==> src/rtl/dmem_access_unit_if.sv <==
// Pipeline-side access controls, data-memory bus and status returned to the pipeline.
// slave is the access unit's view; master is the pipeline/memory environment.
interface dmem_access_unit_if #(
  parameter int unsigned ADDR_W = 32
);
  logic              acc_valid_i;
  logic              acc_we_i;
  logic [ADDR_W-1:0] acc_addr_i;
  logic [31:0]       acc_wdata_i;
  logic [3:0]        acc_wbe_i;
  logic [1:0]        acc_rsize_i;
  logic              acc_unsigned_i;

  logic              mem_req_o;
  logic              mem_we_o;
  logic [ADDR_W-1:0] mem_addr_o;
  logic [3:0]        mem_be_o;
  logic [31:0]       mem_wdata_o;
  logic              mem_gnt_i;
  logic              mem_rvalid_i;
  logic [31:0]       mem_rdata_i;

  logic              stall_o;
  logic              done_o;
  logic [31:0]       rdata_o;
  logic              misalign_err_o;
  logic              bus_err_o;

  modport slave (
    input  acc_valid_i, acc_we_i, acc_addr_i, acc_wdata_i, acc_wbe_i, acc_rsize_i,
           acc_unsigned_i, mem_gnt_i, mem_rvalid_i, mem_rdata_i,
    output mem_req_o, mem_we_o, mem_addr_o, mem_be_o, mem_wdata_o,
           stall_o, done_o, rdata_o, misalign_err_o, bus_err_o
  );

  modport master (
    output acc_valid_i, acc_we_i, acc_addr_i, acc_wdata_i, acc_wbe_i, acc_rsize_i,
           acc_unsigned_i, mem_gnt_i, mem_rvalid_i, mem_rdata_i,
    input  mem_req_o, mem_we_o, mem_addr_o, mem_be_o, mem_wdata_o,
           stall_o, done_o, rdata_o, misalign_err_o, bus_err_o
  );
endinterface

==> src/rtl/dmem_access_unit.sv <==
// Data-memory access stage: lane alignment, req/gnt/rvalid sequencing, load extension
// and bus timeout, stalling the pipeline while an access is in flight.
module dmem_access_unit #(
  parameter int unsigned TIMEOUT_CYCLES = 255,
  parameter int unsigned ADDR_W         = 32
) (
  input logic               clk,
  input logic               rst_n,
  dmem_access_unit_if.slave bus
);
  localparam int unsigned      CNT_W    = 8;
  localparam logic [CNT_W-1:0] CNT_LAST = CNT_W'(TIMEOUT_CYCLES - 1);

  typedef enum logic [1:0] {
    IDLE   = 2'd0,
    REQ    = 2'd1,
    WAIT_R = 2'd2,
    DONE   = 2'd3
  } state_e;

  state_e            state_q;
  logic [CNT_W-1:0]  cnt_q;
  logic              req_q;
  logic              we_q;
  logic              uns_q;
  logic              err_q;
  logic [1:0]        rsize_q;
  logic [ADDR_W-1:0] addr_q;
  logic [3:0]        be_q;
  logic [31:0]       wdata_q;
  logic [31:0]       rdata_q;

  logic [1:0]  off_c;
  logic        is_word_c;
  logic        is_half_c;
  logic        misaligned_c;
  logic        accept_c;
  logic        misalign_c;
  logic        expire_c;
  logic [3:0]  size_mask_c;
  logic [3:0]  be_c;
  logic [31:0] rd_shift_c;
  logic [31:0] rd_ext_c;

  // Access size decode and alignment check on the incoming request
  always_comb begin
    off_c       = bus.acc_addr_i[1:0];
    is_word_c   = 1'b0;
    is_half_c   = 1'b0;
    size_mask_c = bus.acc_wbe_i;
    if (bus.acc_we_i) begin
      is_word_c = (bus.acc_wbe_i == 4'b1111);
      is_half_c = (bus.acc_wbe_i == 4'b0011);
    end else begin
      is_word_c = bus.acc_rsize_i[1];
      is_half_c = (bus.acc_rsize_i == 2'b01);
      unique case (bus.acc_rsize_i)
        2'b00:   size_mask_c = 4'b0001;
        2'b01:   size_mask_c = 4'b0011;
        default: size_mask_c = 4'b1111;
      endcase
    end
    misaligned_c = (is_half_c & off_c[0]) | (is_word_c & (off_c != 2'b00));
    accept_c     = (state_q == IDLE) & bus.acc_valid_i & ~misaligned_c;
    misalign_c   = (state_q == IDLE) & bus.acc_valid_i & misaligned_c;
    expire_c     = (cnt_q >= CNT_LAST);
    be_c         = size_mask_c << off_c;
  end

  // Pick the addressed byte/half out of the returned word and extend it
  always_comb begin
    rd_shift_c = bus.mem_rdata_i >> {addr_q[1:0], 3'b000};
    unique case (rsize_q)
      2'b00:   rd_ext_c = uns_q ? {24'h0, rd_shift_c[7:0]}
                                : {{24{rd_shift_c[7]}}, rd_shift_c[7:0]};
      2'b01:   rd_ext_c = uns_q ? {16'h0, rd_shift_c[15:0]}
                                : {{16{rd_shift_c[15]}}, rd_shift_c[15:0]};
      default: rd_ext_c = bus.mem_rdata_i;
    endcase
  end

  always_ff @(posedge clk or negedge rst_n) begin
    if (!rst_n) begin
      state_q <= IDLE;
      cnt_q   <= '0;
      req_q   <= 1'b0;
      we_q    <= 1'b0;
      uns_q   <= 1'b0;
      err_q   <= 1'b0;
      rsize_q <= 2'b00;
      addr_q  <= '0;
      be_q    <= 4'b0000;
      wdata_q <= 32'h0;
      rdata_q <= 32'h0;
    end else begin
      err_q <= 1'b0;
      unique case (state_q)
        IDLE: begin
          if (accept_c) begin
            addr_q  <= bus.acc_addr_i;
            we_q    <= bus.acc_we_i;
            uns_q   <= bus.acc_unsigned_i;
            rsize_q <= bus.acc_rsize_i;
            be_q    <= be_c;
            wdata_q <= bus.acc_wdata_i << {off_c, 3'b000};
            cnt_q   <= '0;
            req_q   <= 1'b1;
            state_q <= REQ;
          end
        end
        REQ: begin
          cnt_q <= cnt_q + CNT_W'(1);
          if (bus.mem_gnt_i) begin
            req_q   <= 1'b0;
            state_q <= we_q ? DONE : WAIT_R;
          end else if (expire_c) begin
            req_q   <= 1'b0;
            err_q   <= 1'b1;
            rdata_q <= 32'h0;
            state_q <= DONE;
          end
        end
        WAIT_R: begin
          cnt_q <= cnt_q + CNT_W'(1);
          if (bus.mem_rvalid_i) begin
            rdata_q <= rd_ext_c;
            state_q <= DONE;
          end else if (expire_c) begin
            err_q   <= 1'b1;
            rdata_q <= 32'h0;
            state_q <= DONE;
          end
        end
        DONE: begin
          state_q <= IDLE;
        end
        default: begin
          req_q   <= 1'b0;
          state_q <= IDLE;
        end
      endcase
    end
  end

  assign bus.mem_req_o      = req_q;
  assign bus.mem_we_o       = we_q;
  assign bus.mem_addr_o     = {addr_q[ADDR_W-1:2], 2'b00};
  assign bus.mem_be_o       = be_q;
  assign bus.mem_wdata_o    = wdata_q;
  // Misaligned accesses complete in the same IDLE cycle without touching the bus
  assign bus.stall_o        = accept_c | (state_q == REQ) | (state_q == WAIT_R);
  assign bus.done_o         = (state_q == DONE) | misalign_c;
  assign bus.rdata_o        = rdata_q;
  assign bus.misalign_err_o = misalign_c;
  assign bus.bus_err_o      = err_q;
endmodule

==> src/flat_wrapper.sv <==
// flat-port wrapper written by rule: the top's interface ports become plain ports
module dmem_access_unit_flat 
#(
  parameter int unsigned TIMEOUT_CYCLES = 255,
  parameter int unsigned ADDR_W         = 32
)
  (clk, rst_n, bus_acc_valid_i, bus_acc_we_i, bus_acc_addr_i, bus_acc_wdata_i, bus_acc_wbe_i, bus_acc_rsize_i, bus_acc_unsigned_i, bus_mem_gnt_i, bus_mem_rvalid_i, bus_mem_rdata_i, bus_mem_req_o, bus_mem_we_o, bus_mem_addr_o, bus_mem_be_o, bus_mem_wdata_o, bus_stall_o, bus_done_o, bus_rdata_o, bus_misalign_err_o, bus_bus_err_o);
  dmem_access_unit_if #(.ADDR_W(ADDR_W)) bus_i ();
  input logic clk;
  input logic rst_n;
  input wire logic [$bits(bus_i.acc_valid_i)-1:0] bus_acc_valid_i;
  input wire logic [$bits(bus_i.acc_we_i)-1:0] bus_acc_we_i;
  input wire logic [$bits(bus_i.acc_addr_i)-1:0] bus_acc_addr_i;
  input wire logic [$bits(bus_i.acc_wdata_i)-1:0] bus_acc_wdata_i;
  input wire logic [$bits(bus_i.acc_wbe_i)-1:0] bus_acc_wbe_i;
  input wire logic [$bits(bus_i.acc_rsize_i)-1:0] bus_acc_rsize_i;
  input wire logic [$bits(bus_i.acc_unsigned_i)-1:0] bus_acc_unsigned_i;
  input wire logic [$bits(bus_i.mem_gnt_i)-1:0] bus_mem_gnt_i;
  input wire logic [$bits(bus_i.mem_rvalid_i)-1:0] bus_mem_rvalid_i;
  input wire logic [$bits(bus_i.mem_rdata_i)-1:0] bus_mem_rdata_i;
  output wire logic [$bits(bus_i.mem_req_o)-1:0] bus_mem_req_o;
  output wire logic [$bits(bus_i.mem_we_o)-1:0] bus_mem_we_o;
  output wire logic [$bits(bus_i.mem_addr_o)-1:0] bus_mem_addr_o;
  output wire logic [$bits(bus_i.mem_be_o)-1:0] bus_mem_be_o;
  output wire logic [$bits(bus_i.mem_wdata_o)-1:0] bus_mem_wdata_o;
  output wire logic [$bits(bus_i.stall_o)-1:0] bus_stall_o;
  output wire logic [$bits(bus_i.done_o)-1:0] bus_done_o;
  output wire logic [$bits(bus_i.rdata_o)-1:0] bus_rdata_o;
  output wire logic [$bits(bus_i.misalign_err_o)-1:0] bus_misalign_err_o;
  output wire logic [$bits(bus_i.bus_err_o)-1:0] bus_bus_err_o;
  assign bus_i.acc_valid_i = bus_acc_valid_i;
  assign bus_i.acc_we_i = bus_acc_we_i;
  assign bus_i.acc_addr_i = bus_acc_addr_i;
  assign bus_i.acc_wdata_i = bus_acc_wdata_i;
  assign bus_i.acc_wbe_i = bus_acc_wbe_i;
  assign bus_i.acc_rsize_i = bus_acc_rsize_i;
  assign bus_i.acc_unsigned_i = bus_acc_unsigned_i;
  assign bus_i.mem_gnt_i = bus_mem_gnt_i;
  assign bus_i.mem_rvalid_i = bus_mem_rvalid_i;
  assign bus_i.mem_rdata_i = bus_mem_rdata_i;
  assign bus_mem_req_o = bus_i.mem_req_o;
  assign bus_mem_we_o = bus_i.mem_we_o;
  assign bus_mem_addr_o = bus_i.mem_addr_o;
  assign bus_mem_be_o = bus_i.mem_be_o;
  assign bus_mem_wdata_o = bus_i.mem_wdata_o;
  assign bus_stall_o = bus_i.stall_o;
  assign bus_done_o = bus_i.done_o;
  assign bus_rdata_o = bus_i.rdata_o;
  assign bus_misalign_err_o = bus_i.misalign_err_o;
  assign bus_bus_err_o = bus_i.bus_err_o;
  dmem_access_unit #(.TIMEOUT_CYCLES(TIMEOUT_CYCLES), .ADDR_W(ADDR_W)) u_core (.clk(clk), .rst_n(rst_n), .bus(bus_i));
endmodule
==> config.mk <==
export PLATFORM = sky130hd
export DESIGN_NAME = dmem_access_unit_flat
export DESIGN_NICKNAME = d
export VERILOG_FILES = /design/src/rtl/dmem_access_unit_if.sv /design/src/rtl/dmem_access_unit.sv /design/src/flat_wrapper.sv
export SDC_FILE = /design/constraint.sdc
export NUM_CORES = 1
export LEC_CHECK = 0
export ABC_AREA = 1
export BUFFER_PORTS_ARGS = -buffer_cell sky130_fd_sc_hd__buf_2
export CAP_MARGIN = 20
export CORE_ASPECT_RATIO = 1.4
export CORE_MARGIN = 1
export CORE_UTILIZATION = 51
export DETAILED_ROUTE_END_ITERATION = 16
export PLACE_DENSITY_LB_ADDON = 0.05
export SYNTH_ARGS = -nofsm -noshare
export SYNTH_HDL_FRONTEND = slang
export SYNTH_SLANG_ARGS = --single-unit
==> constraint.sdc <==
create_clock -name clk -period 2 [get_ports clk]
set_input_delay 0.3 -clock clk [delete_from_list [all_inputs] [get_ports clk]]
set_output_delay 0.3 -clock clk [all_outputs]
set_load 0.05 [all_outputs]
==> reports/qor.csv <==
stage,metric,value,unit
run_status,outcome,finished clean,
finish,"commonest cells after routing, fill and taps aside","456 x nand2_1, 209 x buf_2, 116 x dfrtp_1",
clock_network,total CTS buffers,17,
die,die height,134,um
drt,via count,6154,
global_routing,first-pass GRT wire length,27800,um
finish,footprint of the multi-input gates,2810,um2
setup_path,capturing element type of the critical path,output pin,
drt,Post-route DRC,0,
global_routing,GRT overflow,0,
clock_network,Root Buffer,clkbuf_16,
logic_synthesis,syn_area_per_cell,7.14,um2
timing,clock skew,0.00986,ns
min_path,Tightest Hold Check Type,input pin to flip-flop,
logic_synthesis,Post-Synth Adder-Cell Area,1.38,%
timing,Final setup viols,0,
die,core area,12000,um2
timing,Tightest Pin Transition,0.634,ns
global_routing,largest net degree at the start of global routing,117,
clock_network,CTS Buffer Depth,2,
clock_network,H-Tree Level Count,4,
logic_synthesis,Compound-Gate Fraction of Synth Area,6.29,%
logic_synthesis,simple-gate share of the synthesized area,35.5,%
global_routing,Tot GR Track Use,28.2,%
logic_synthesis,Unique masters post-synth,32,
drt,Routed Antenna Nets,0,
finish,"most common cell after layout, fill and taps aside",nand2_1,
global_routing,vias in the first global route,5848,
timing,relative slew slack,57.7,%
placed_design,Area after DPL,7360,um2
finish,Finished Core Util,67.0,%
logic_synthesis,post-synthesis xor/xnor area fraction,0.829,%
die,Ports,215,
global_routing,initial antenna violation count,1,
setup_path,startpoint type of the worst setup path,flip-flop,
logic_synthesis,dominant cells by area after synthesis,"dfrtp_1 46%, nand2_1 27%, buf_4 4.6%, o21ai_0 3.6%, nand3_1 3.3%",
logic_synthesis,Post-Syn Instances,888,
finish,Post-Layout Cell Count,1231,
logic_synthesis,mux contribution to synthesized area,0,%
finish,share of cells above drive strength 1,26.8,%
timing,Hold WS,0.0786,ns
logic_synthesis,Synth top area share,45.8,%
die,Initial Util,52.9,%
timing,fin crit share,97.0,%
die,die area,12900,um2
placed_design,post-DP HPWL,12600,um
power,Cell Pwr Density,1920,nW/um2
setup_path,crit path from,u_core.state_q[1],
logic_synthesis,Synth warnings,0,
finish,Layout area overhead,26.7,%
timing,"Hold Violations, Final",0,
drt,First-pass DRT Iterations,5,
drt,DR vias/cell,5.00,
power,worst vdd rail ir drop,1.15,mV
logic_synthesis,"Seq/Total Area, Yosys",45.8,%
min_path,min-delay src,bus_acc_addr_i[22],
drt,number of DRC markers in iteration 0,258,
power,Lkg Pwr,4.70,nW
clock_network,clock latency on the worst-skew pair,0.41,ns
finish,Final #Nets,1187,
timing,FMAX,0.516,GHz
logic_synthesis,synthesized area,6340,um2
placed_design,GPL Wtd Cong,0.928,
logic_synthesis,largest family of logic cells by synthesized area,simple AND/OR/NAND/NOR gates,
clock_network,Clock Sinks,116,
clock_network,clock transition at the registers of the reported paths,0.06,ns
placed_design,Cells after DPL,1196,
flow_run,MaxCap Viol Count,0,
setup_path,crit path DAT,1.64,ns
clock_network,CTS tree,built,
die,Die W,96.3,um
timing,pins over their slew limit,0,
min_path,hold depth,3,
drt,routed wire length,17400,um
logic_synthesis,"area leader, netlist",dfrtp_1,
finish,Seq. cell area,2900,um2
finish,final instance area,8030,um2
finish,Fillers,1166,
logic_synthesis,Yosys reg bits,116,
setup_path,required time of the critical path,1.70,ns
setup_path,"Max FO, Critical Path",4,
die,num rows,47,
setup_path,R2R setup slack,0.15,ns
setup_path,r2r worst-path depth,10,
drt,Wirelength per Cell,14.1,um
setup_path,Reg2Reg Launch Point,u_core.state_q[1],
power,total power,15.4,mW
timing,crit path time final,1.94,ns
setup_path,critical path class,flip-flop to output pin,
placed_design,IO buf count,212,
## timing repair
item,4_1_cts,5_1_grt
hold buffers,0,1
pin swaps,0,1
endpoints found under the hold margin,0,1
setup endpoints to repair,2,2
gates resized for setup,2,4
setup buffers,2,0
## cells in the mapped netlist
cell / n
o221ai_1: 2
conb_1: 1
nor2_1: 52
o21ai_0: 45
inv_2: 7
buf_1: 4
clkinv_1: 1
clkbuf_1: 13
ha_1: 7
nand2_2: 5
dfrtp_1: 116
buf_4: 39
nand3_4: 1
nand4_1: 3
xnor2_1: 2
xor2_1: 4
a31oi_1: 8
or2_2: 2
a211oi_1: 1
nand3_1: 42
nand2_1: 456
nor3_1: 3
buf_6: 5
a31o_2: 1
nand3_2: 1
nand3b_4: 1
nor2_2: 2
buf_2: 12
inv_1: 37
o211ai_1: 6
a21oi_1: 7
o21ai_1: 2
## critical path: stages (launching register included)
cell	delay (ns)
dfrtp_1	0.37
inv_1	0.13
ha_2	0.22
nand2_1	0.08
inv_1	0.10
nand3_4	0.09
nand2_1	0.09
buf_6	0.16
## stage by stage
step	TNS [ns]	worst slack (ns)
floorplan	0	0.0352
global route	-0.0475	-0.0267
detailed placement	0	0.183
finish	0	0.0608
CTS	0	0.00343
global placement	0	0.241
## kinds of logic (layout without fill, tap and decap cells)
group                    count (synthesis)  after routing
flip-flops                             116            116
other                                    1              3
adder cells (fa/ha/maj)                  7              7
AO/OA/AOI/OAI                           72             72
AND/OR/NAND/NOR                        568            568
XOR/XNOR                                 6              6
buffers and inverters                  118            312
## registers in the layout, indices dropped and copies added, names as in the netlist
register and cells:
u_core.rsize_q 2, u_core.addr_q 32, u_core.cnt_q 8, u_core.bus.mem_wdata_o 32, u_core.uns_q 1, u_core.bus.mem_we_o 1
u_core.state_q 2, u_core.bus.bus_err_o 1, u_core.bus.mem_be_o 4, u_core.bus.mem_req_o 1, u_core.bus.rdata_o 32
## where the power goes
group	total [mW]	internal [mW]	switching, mW
Clock	3.24	2.14	1.09
Sequential	4.00	3.40	0.602
Combinational	8.15	2.02	6.13
Total	15.4	7.57	7.82
## per-layer routing
metal	part of all wire, %	up-vias	GRT usage (%)
met2	51	222	48.5
met3	7.1	39	8.50
met5	0	-	0
li1	-	3089	-
met4	2.9	0	11.2
met1	39	2804	32.0
## final timing paths
path                                          end
setup / recovery                      bus_stall_o
max in group asynchronous  u_core.bus.rdata_o[12]
hold / removal                  u_core.addr_q[22]
setup reg to reg                 u_core.addr_q[3]
hold reg to reg              u_core.bus.mem_req_o
min in group asynchronous    u_core.bus.bus_err_o
## layout make-up
| cell class | count | share of cell area, % |
|---|---|---|
| sequential | 116 | 36.1 |
| multi-input combinational | 655 | 35.0 |
| timing repair buffer | 236 | 16.6 |
| clock buffer | 19 | 5.64 |
| tap | 147 | 2.29 |
| clock inverter | 12 | 2.23 |
| inverter | 45 | 2.10 |
| antenna | 1 | 0.0312 |
Note: power is estimated with default switching activity, not from simulation.
